### config.mk
export PLATFORM = sky130hd
export DESIGN_NAME = maxpool_stream_flat
export DESIGN_NICKNAME = d
export VERILOG_FILES = /design/src/rtl/maxpool_if.sv /design/src/rtl/maxpool_stream.sv /design/src/flat_wrapper.sv
export SDC_FILE = /design/constraint.sdc
export NUM_CORES = 1
export LEC_CHECK = 0
export CORE_MARGIN = 2
export CORE_UTILIZATION = 50
export DETAILED_ROUTE_END_ITERATION = 16
export PLACE_DENSITY = 0.88
export SLEW_MARGIN = 20
export SYNTH_ARGS = -nofsm -noshare
export SYNTH_HDL_FRONTEND = slang
export SYNTH_SLANG_ARGS = --single-unit
### constraint.sdc
create_clock -name clk -period 3 [get_ports clk]
set_input_delay 0.45 -clock clk [delete_from_list [all_inputs] [get_ports clk]]
set_output_delay 0.45 -clock clk [all_outputs]
set_load 0.005 [all_outputs]
### src/rtl/maxpool_if.sv
// Streaming handshake bundle between a conv stage, the max-pool block and its consumer.
// slave is the pooling block's view; master is the surrounding environment's view.
interface maxpool_if #(
    parameter int WIDTH = 16
) ();
    logic signed [WIDTH-1:0] s_data_in;
    logic                    s_valid;
    logic                    s_ready;
    logic signed [WIDTH-1:0] m_data_out;
    logic                    m_valid;
    logic                    m_ready;
    logic                    m_last;

    modport slave (
        input  s_data_in, s_valid, m_ready,
        output s_ready, m_data_out, m_valid, m_last
    );

    modport master (
        output s_data_in, s_valid, m_ready,
        input  s_ready, m_data_out, m_valid, m_last
    );
endinterface

### src/rtl/maxpool_stream.sv
// Streaming 1-D max pooling over non-overlapping windows of POOL signed samples.
// LEN must be a multiple of POOL; m_last marks the final pooled result of each vector.
module maxpool_stream #(
    parameter int WIDTH = 16,
    parameter int LEN   = 32,
    parameter int POOL  = 2
) (
    input  logic     clk,
    input  logic     reset,
    maxpool_if.slave bus
);
    localparam int NOUT = LEN / POOL;
    localparam int CW   = (POOL > 1) ? $clog2(POOL) : 1;
    localparam int OW   = (NOUT > 1) ? $clog2(NOUT) : 1;
    localparam logic [CW-1:0] WCNT_LAST = CW'(POOL - 1);
    localparam logic [OW-1:0] OCNT_LAST = OW'(NOUT - 1);

    logic [CW-1:0]           r_wcnt;
    logic [OW-1:0]           r_ocnt;
    logic signed [WIDTH-1:0] r_max;
    logic signed [WIDTH-1:0] r_data;
    logic                    r_valid;

    logic                    w_s_ready;
    logic                    w_accept;
    logic                    w_win_end;
    logic                    w_out_hs;
    logic signed [WIDTH-1:0] w_max;
    logic signed [WIDTH-1:0] w_result;

    // NOTE: every always_comb output is assigned on every path, so no latch can be inferred.
    always_comb begin
        // Only the window-closing sample needs the output slot, so stall just that one.
        w_s_ready = !reset && !((r_wcnt == WCNT_LAST) && r_valid && !bus.m_ready);
        w_accept  = bus.s_valid && w_s_ready;
        w_win_end = w_accept && (r_wcnt == WCNT_LAST);
        w_out_hs  = r_valid && bus.m_ready;
        w_max     = (bus.s_data_in > r_max) ? bus.s_data_in : r_max;
        w_result  = (POOL == 1) ? bus.s_data_in : w_max;
    end

    // NOTE: sequential state uses non-blocking assignments so every register samples pre-edge values.
    always_ff @(posedge clk) begin
        if (reset) begin
            r_wcnt  <= '0;
            r_ocnt  <= '0;
            r_max   <= '0;
            r_data  <= '0;
            r_valid <= 1'b0;
        end else begin
            if (w_accept) begin
                if (r_wcnt == WCNT_LAST) begin
                    r_data <= w_result;
                    r_wcnt <= '0;
                end else if (r_wcnt == '0) begin
                    r_max  <= bus.s_data_in;
                    r_wcnt <= CW'(1);
                end else begin
                    r_max  <= w_max;
                    r_wcnt <= r_wcnt + CW'(1);
                end
            end

            // A completion in the same cycle as a handshake refills the slot with no bubble.
            if (w_win_end) begin
                r_valid <= 1'b1;
            end else if (w_out_hs) begin
                r_valid <= 1'b0;
            end

            if (w_out_hs) begin
                r_ocnt <= (r_ocnt == OCNT_LAST) ? '0 : r_ocnt + OW'(1);
            end
        end
    end

    assign bus.s_ready    = w_s_ready;
    assign bus.m_data_out = r_data;
    assign bus.m_valid    = r_valid;
    assign bus.m_last     = r_valid && (r_ocnt == OCNT_LAST);
endmodule

### src/flat_wrapper.sv
// flat-port wrapper written by rule: the top's interface ports become plain ports
module maxpool_stream_flat 
#(
    parameter int WIDTH = 16,
    parameter int LEN   = 32,
    parameter int POOL  = 2
)
  (clk, reset, bus_s_data_in, bus_s_valid, bus_m_ready, bus_s_ready, bus_m_data_out, bus_m_valid, bus_m_last);
  maxpool_if #(.WIDTH(WIDTH)) bus_i ();
  input  logic clk;
  input  logic reset;
  input wire logic [$bits(bus_i.s_data_in)-1:0] bus_s_data_in;
  input wire logic [$bits(bus_i.s_valid)-1:0] bus_s_valid;
  input wire logic [$bits(bus_i.m_ready)-1:0] bus_m_ready;
  output wire logic [$bits(bus_i.s_ready)-1:0] bus_s_ready;
  output wire logic [$bits(bus_i.m_data_out)-1:0] bus_m_data_out;
  output wire logic [$bits(bus_i.m_valid)-1:0] bus_m_valid;
  output wire logic [$bits(bus_i.m_last)-1:0] bus_m_last;
  assign bus_i.s_data_in = bus_s_data_in;
  assign bus_i.s_valid = bus_s_valid;
  assign bus_i.m_ready = bus_m_ready;
  assign bus_s_ready = bus_i.s_ready;
  assign bus_m_data_out = bus_i.m_data_out;
  assign bus_m_valid = bus_i.m_valid;
  assign bus_m_last = bus_i.m_last;
  maxpool_stream #(.WIDTH(WIDTH), .LEN(LEN), .POOL(POOL)) u_core (.clk(clk), .reset(reset), .bus(bus_i));
endmodule
==> out/results.ini <==
[synthesis]
synthAdderAreaFrac_pct = 11.3
synth_cells = 214
synth_ff_type = dfxtp_1
yosysWarnings = 0
synthDistinctLibCells = 34
ys_top_cells_by_area = dfxtp_1, ha_1, nand2_1
synth-simple-area-share_pct = 19.7
synth_area_um2 = 1880
synth_top_family_by_area = compound AO/OA/AOI/OAI gates
synth_nets = 251
synth_compound_area_share_pct = 21.7
synth.most_common_cell = nand2_1
synth_common_cells = nand2_1, dfxtp_1, a21oi_1
synth_mux_area_share_pct = 0
ys_seq_elements = 38
ys_seq_area_share_pct = 40.4
syn_avg_cell_area_um2 = 8.79
yosysTopAreaCellShare_pct = 40.4
synth-edff-count = 0
async_flop_share_pct = 0
synthXorXnorAreaFrac_pct = 0.465
yosys.area.top_type = dfxtp_1

[finish]
syn2layout_area_growth_pct = 27.1
nets = 290
instances_no_fill = 302
drive_above_1_share_pct = 9.06
num-fill-cells = 325
utilization_pct = 65.8
diodes = 0

[drt]
drt_iter0_markers = 52
routed_wl_mm = 3.97
via_per_inst = 5.44
first_pass_iters = 4
postRouteAntennaNets = 0
route.detailed.drc = 0
drt-wirelength-per-cell_um = 13.1
via_count = 1642

[cts]
clk_latency_ns = 0.30
cts_resized = 0
cts_buffers = 5
post_cts_buffers = 0
holdBufCountCts = 0
cts_max_path_buffers = 2
cts_tree = yes
path_clk_slew_ns = 0.07
cts_root_buf = clkbuf_8
htree_num_levels = 2
cts_sinks = 38

[critical_path]
worst_setup_path_end_kind = register
start_kind = primary input
critPathKind = in2reg
r2r_end = u_core.bus.m_data_out[1]
critPathTopFamily = simple AND/OR/NAND/NOR gates
crit_required_ns = 3.24
r2r_slack_ns = 0.46
crit_buf_inv = 1
r2r_cells = 7
cp_data_arrival_time_ns = 3.01
crit_chain = clkdlybuf4s50_1 -> ha_1 -> nand4_2 -> o41ai_1 -> a31oi_1 -> nor3b_2 -> a221o_2
cp_slowest_stage_delay_ns = 0.84
reg2reg_from = u_core.r_max[14]
crit_fanout = 16
critPathSlowestCell = nor3b_2

[floorplanning]
num_rows = 22
start_util_pct = 51.8
die_h_um = 65.4
die_area_um2 = 4270
ioPinCount = 39
fp.dieW_um = 65.4
design.core.area_um2 = 3630

[global_route]
grt_pass1_wl_mm = 6.91
grt_max_degree = 17
grt_pass1_vias = 1552
gr-total-overflow = 0
grt_use_total_pct = 21.0
antenna_found_initial = 0

[power_and_ir_drop]
p_leak_nw = 0.903
powerDensity_nw_per_um2 = 447
ir_worst_vdd_uv = 278

[sta]
setup_viol = 0
tightest_slew_ns = 1.00
setup_ws_ns = 0.232
finalHoldViolCount = 0
finalClockSkew_ns = 0.00664
max_freq_mhz = 361
grt_setup_unrepaired = no
period_share_pct = 92.3
max_slew_margin_pct = 32.7
period_minus_slack_ns = 2.77
maxSlewViolCount = 0

[placed_design]
portBuffers = 38
pre_cts_ws_ns = -0.0952
dp_hpwl_mm = 2.80
dpl.cell_count = 294
gp_congestion = 0.786

[run_status]
status = completed

[hold_path]
min_path_type = reg2reg
hold_start = u_core.r_max[13]
whs_endpoint = u_core.r_max[13]
hold_path_depth = 2

[job]
cap_viol_max_count = 0

## state kept, by name, indices dropped and copies added (netlist names)
register,flops
u_core.bus.m_data_out,16
u_core.r_max,16
u_core.r_wcnt,1
u_core.bus.m_valid,1
u_core.r_ocnt,4
## logic make-up after synthesis
group	Yosys count
fa+ha+maj	17
compound gates	57
flops	38
buf+inv	27
xor+xnor	1
simple gates	74
## per-stage QoR
| step | hold WS [ns] | power, mW | TNS [ns] | cell area [µm²] |
|---|---|---|---|---|
| floorplan | 0.449 | 0.633 | 0 | 1880 |
| global placement | 0.458 | 0.704 | -1.19 | 2300 |
| detailed placement | 0.468 | 0.708 | -1.35 | 2300 |
| CTS | 0.479 | 1.07 | 0 | 2390 |
| global route | 0.508 | 1.12 | 0 | 2390 |
| finish | 0.478 | 1.07 | 0 | 2390 |
## layer usage
layer | vias to the layer above | GRT usage (%) | routed length (µm)
met5 | - | 0 | 0
met4 | 0 | 10.7 | 99
met3 | 9 | 4.79 | 179
met2 | 40 | 32.4 | 1800
met1 | 760 | 27.4 | 1890
li1 | 833 | - | -
## power breakdown
part / leakage (nW) / internal [mW] / total, mW / switching (mW)
Sequential: 0.309 / 0.524 / 0.538 / 0.0141
Clock: 0.0472 / 0.185 / 0.372 / 0.187
Combinational: 0.547 / 0.0830 / 0.159 / 0.0756
## worst max path at each step
stage | depth (start not counted) | from | endpoint
floorplan | 7 | bus_s_data_in[15] | u_core.bus.m_data_out[10]
finish | 7 | bus_s_data_in[15] | u_core.bus.m_data_out[1]
detailed placement | 7 | bus_s_data_in[15] | u_core.bus.m_data_out[15]
global route | 7 | bus_s_data_in[15] | u_core.bus.m_data_out[1]
global placement | 7 | bus_s_data_in[15] | u_core.bus.m_data_out[4]
CTS | 7 | bus_s_data_in[15] | u_core.bus.m_data_out[3]
## cells in the final DEF (no fill, tap or decap), types with 2 or more instances in the layout
cell and instances:
ha_1 17, a31oi_1 2, clkdlybuf4s50_1 38, clkbuf_8 6
inv_1 17, o21a_1 2, and2_1 16, a221o_2 6
a221o_1 10, o21ai_0 2, dfxtp_1 38, a21oi_1 27
nor2_1 5, buf_4 4, nand3_1 3, nand4_1 3
nand2_1 39
## tightest hold or removal path: cells and delay by family (launching register included)
kind            cells  cell delay [ns]
compound gates      1             0.05
flops               1             0.32
simple gates        1             0.05
## final cells by class
type                            instances  area [µm²]  share of cell area, %
Timing Repair Buffer                   42         410                   17.2
Clock buffer                            6        82.6                   3.45
Sequential cell                        38         761                   31.8
Clock inverter                          2        12.5                  0.523
Inverter                               17        63.8                   2.67
Tap cell                               48        60.1                   2.51
Multi-Input combinational cell        149        1000                   41.9
(Power assumes the default switching activity.)
==> edit 1, RTL diff (same flow settings) <==
Make the reset (`reset`) asynchronous in one clocked block.
--- a/src/rtl/maxpool_stream.sv
+++ b/src/rtl/maxpool_stream.sv
@@ -42,3 +42,3 @@
     // NOTE: sequential state uses non-blocking assignments so every register samples pre-edge values.
-    always_ff @(posedge clk) begin
+    always_ff @(posedge clk or posedge reset) begin
         if (reset) begin
Check against the original RTL: differs if reset is asserted again (counterexample within 4 cycles, from zero or initial values and one cycle with reset high); with reset held inactive, the same outputs for 10 cycles.
==> edit 1 against the unedited design <==
- maximum frequency is 9.3% higher
- synthesized cell count up 21%
- area after synthesis is 25% higher
- sequential cell count did not move
- cell area is 21% higher
- worst hold slack gained 31 ps
- routed wire length grew 37%
- setup slack improved by 240 ps
- non-clock buffer count rose by 5
- largest cell class unchanged
Power is not compared: it rests on default switching activity, and its combinational part moved more than twofold at a synthesized area within 25%.
==> edit 1: results (changes against the unedited design) <==
stage	metric	value	unit	change
final_layout	clockBufferCount	7		+1
place	gp_congestion	0.788		+0.18%
worst_setup_path	rrSetupSlack	700	ps	+240 ps
final_layout	layout-drive-gt1-share	7.69	%	-1.4 points
route	wl_met1	2.46	mm	+30%
synth	postSynth.asyncResetShare	100	%	+100 points
global_route	met2_usage	36.4	%	+4.0 points
final_layout	multi_input_cells	186		+25%
final_layout	fin_nets	335		+16%
route	viasPerCell	5.72		+5.2%
synth	mappedNetlistNets	295		+18%
route	dr_wl_met2	2.65	mm	+47%
worst_setup_path	cp_max_fo	10		-6
place	post-dp-hpwl	3.74	mm	+33%
final_layout	fillers	368		+13%
place	place_area	0.00279	mm^2	+22%
route	met3WireLength	262	um	+46%
worst_setup_path	arrival	2720	ps	-290 ps
worst_setup_path	r2r_start	u_core.r_max[15]		
global_route	grtUsageMet3	4.58	%	-0.21 points
final_layout	inverters	20		+3
final_layout	nonClkBufAreaFrac	15.5	%	-1.6 points
sta	slew_headroom	60.5	%	+28 points
synth	synth_top_cells_by_area	dfrtp_1 41%, ha_1 9.1%, o21ai_0 6.8%		
sta	finalClockSkew	5.83	ps	-0.809 ps
synth	ys_seq_area_share	40.6	%	+0.13 points
synth	ys_top_cells_by_count	38 x dfrtp_1, 32 x o21ai_0, 21 x a21oi_1, 21 x nand2_1, 20 x inv_1		
worst_setup_path	rr_endpoint	u_core.bus.m_data_out[13]		
worst_setup_path	worst_r2r_path_depth	8		+1
synth	synth_xor_area_share	0.374	%	-0.092 points
hold_path	hp-start	u_core.r_ocnt[3]		
hold_path	whs_endpoint	u_core.r_ocnt[3]		
global_route	grt_max_degree	39		+22
synth	synthAdderAreaFrac	9.07	%	-2.2 points
global_route	gr-usage-met1	28.5	%	+1.2 points
synth	yosysWarningCount	0		unchanged
final_layout	multi_input_area_share	43.5	%	+1.6 points
outcome	status	complete, no violations		
global_route	grt_pass1_wl	8.97	mm	+30%
final_layout	clk_share	3.17	%	-0.81 points
route	drtIter0Drc	201		+290%
global_route	grt_pass1_vias	1957		+26%
synth	synthMuxAreaShare	7.36	%	+7.4 points
hold_path	min_path_cells	1		-1
global_route	grt_usage	21.7	%	+0.77 points
edit 1: how the worst max path moves through the flow:
stage,from,endpoint,slack (ps),depth (start not counted)
after floorplan,reset,u_core.bus.m_data_out[0],280,8
after global placement,bus_s_data_in[10],u_core.bus.m_data_out[9],230,9
after detailed placement,bus_s_data_in[10],u_core.bus.m_data_out[13],170,9
after CTS,bus_s_data_in[10],u_core.bus.m_data_out[13],490,9
after global routing,bus_s_data_in[15],u_core.bus.m_data_out[11],380,8
final,bus_s_data_in[15],u_core.bus.m_data_out[13],470,8
edit 1: per-stage QoR:
step	hold WS, ps	setup slack (ps)	util [%]	cells
global placement	492	230	62.9	343
detailed placement	501	168	62.9	343
floorplan	459	284	-	258
CTS	514	487	64.9	351
finish	509	468	64.9	351
global route	543	379	64.9	351
edit 1: critical path, cell delays in order:
cell and delay (ps):
clkdlybuf4s50_1 480, ha_1 350, and4_1 270, a2111oi_4 410, a31oi_4 130, or2_1 250, buf_4 190, o21a_1 180
==> edit 2, RTL diff (config.mk and constraints unchanged) <==
Made on the original files. `LEN` is set to 32 in 2 places; all go to 64.
--- a/src/rtl/maxpool_stream.sv
+++ b/src/rtl/maxpool_stream.sv
@@ -4,3 +4,3 @@
     parameter int WIDTH = 16,
-    parameter int LEN   = 32,
+    parameter int LEN   = 64,
     parameter int POOL  = 2
--- a/src/flat_wrapper.sv
+++ b/src/flat_wrapper.sv
@@ -4,3 +4,3 @@
     parameter int WIDTH = 16,
-    parameter int LEN   = 32,
+    parameter int LEN   = 64,
     parameter int POOL  = 2
Formal check against the unedited RTL: same outputs for any inputs over 10 cycles, from zero or initial values and one cycle with reset high; that may be too few to reach the edited logic, so the function may still have changed.
==> edit 2 against the unedited design <==
- global-route usage rose by 0.75 points
- count of clock-buffer cells in the layout fell by 1
- core utilization rose by 2.3 points
- cell area rose by 5.1%
- area after synthesis rose by 3.0%
- power rose by 16%
- routed wire length rose by 12%
- setup slack improved by 180 ps
- largest power group unchanged
- register-to-register slack improved by 160 ps
- clock skew fell by 1.3 ps
- sequential cell count rose by 1
==> edit 2: results (changes against the unedited design) <==
stage	metric	value	unit	change
place	pre_cts_ws	-226	ps	-131 ps
global_route	grt_pass1_wl	7.27	mm	+5.3%
final_layout	fillers	294		-9.5%
outcome	status	complete, no violations		
final_layout	inverters	18		+1
route	viasPerCell	5.54		+1.9%
route	wl_per_cell	14.2	um	+7.9%
global_route	grt_pass1_vias	1708		+10%
final_layout	multi_input_area_share	40.9	%	-0.95 points
final_layout	clk_share	5.43	%	+1.4 points
worst_setup_path	critPathMaxStageDelay	600	ps	-240 ps
global_route	grt_usage	21.7	%	+0.75 points
power_and_ir_drop	p_comb_share	13.4	%	-1.4 points
worst_setup_path	worst_r2r_path_depth	8		+1
synth	ys_top_cells_by_count	39 x dfxtp_1, 38 x nand2_1, 28 x a21oi_1, 18 x ha_1, 18 x inv_1		
floorplanning	core_area	0.00369	mm^2	+1.5%
hold_path	hp-start	u_core.r_ocnt[4]		
route	dr_wl_met2	2.20	mm	+22%
global_route	grt_max_degree	25		+8
synth	synth_cells	221		+3.3%
final_layout	layout-drive-gt1-share	10.2	%	+1.2 points
synth	mappedNetlistNets	259		+3.2%
synth	ys_ff_latch	39		+2.6%
place	post-dp-hpwl	3.04	mm	+8.3%
worst_setup_path	arrival	2820	ps	-190 ps
global_route	grtUsageMet3	5.11	%	+0.32 points
place	gp_congestion	0.857		+9.0%
route	met3WireLength	223	um	+25%
power_and_ir_drop	p_leak	0.964	nW	+6.8%
global_route	met2_usage	39.9	%	+7.5 points
final_layout	multi_input_cells	153		+2.7%
sta	finalClockSkew	5.35	ps	-1.30 ps
power_and_ir_drop	power.density	492	mW/mm^2	+10%
synth	synth_cell_types	32		-5.9%
route	wl_met1	1.96	mm	+3.7%
final_layout	areaGrowthSynthToFinish	29.7	%	
final_layout	seq_area	781	um^2	+2.6%
-- edit 2: cell types whose count changed after synthesis, sizes merged, moves of 2 or more --
cell | unedited run | this run
nor2 | 5 | 3
nor3b | 2 | 0
nor2b | 1 | 4
nor3 | 0 | 2
-- edit 2: logic make-up after synthesis --
group                    share of synthesized area [%]
buffers and inverters                             6.78
adder cells (fa/ha/maj)                           11.6
AND/OR/NAND/NOR                                   19.8
AO/OA/AOI/OAI                                     21.5
flip-flops                                        40.3
-- edit 2: worst paths after layout --
| check | endpoint | slack, ps |
|---|---|---|
| worst min register to register | u_core.r_ocnt[4] | 460 |
| worst min-delay path | u_core.r_ocnt[4] | 460 |
| worst max register to register | u_core.bus.m_data_out[1] | 620 |
| worst max-delay path | u_core.bus.m_data_out[1] | 410 |
-- edit 2: worst register-to-register path: stages, from the launching register on --
cell      delay (ps)
dfxtp_1          390
inv_1             60
ha_1             280
nand4_1          110
or2_1            280
a211oi_2         220
o31ai_2          100
nor2_2           600
a221o_2          280
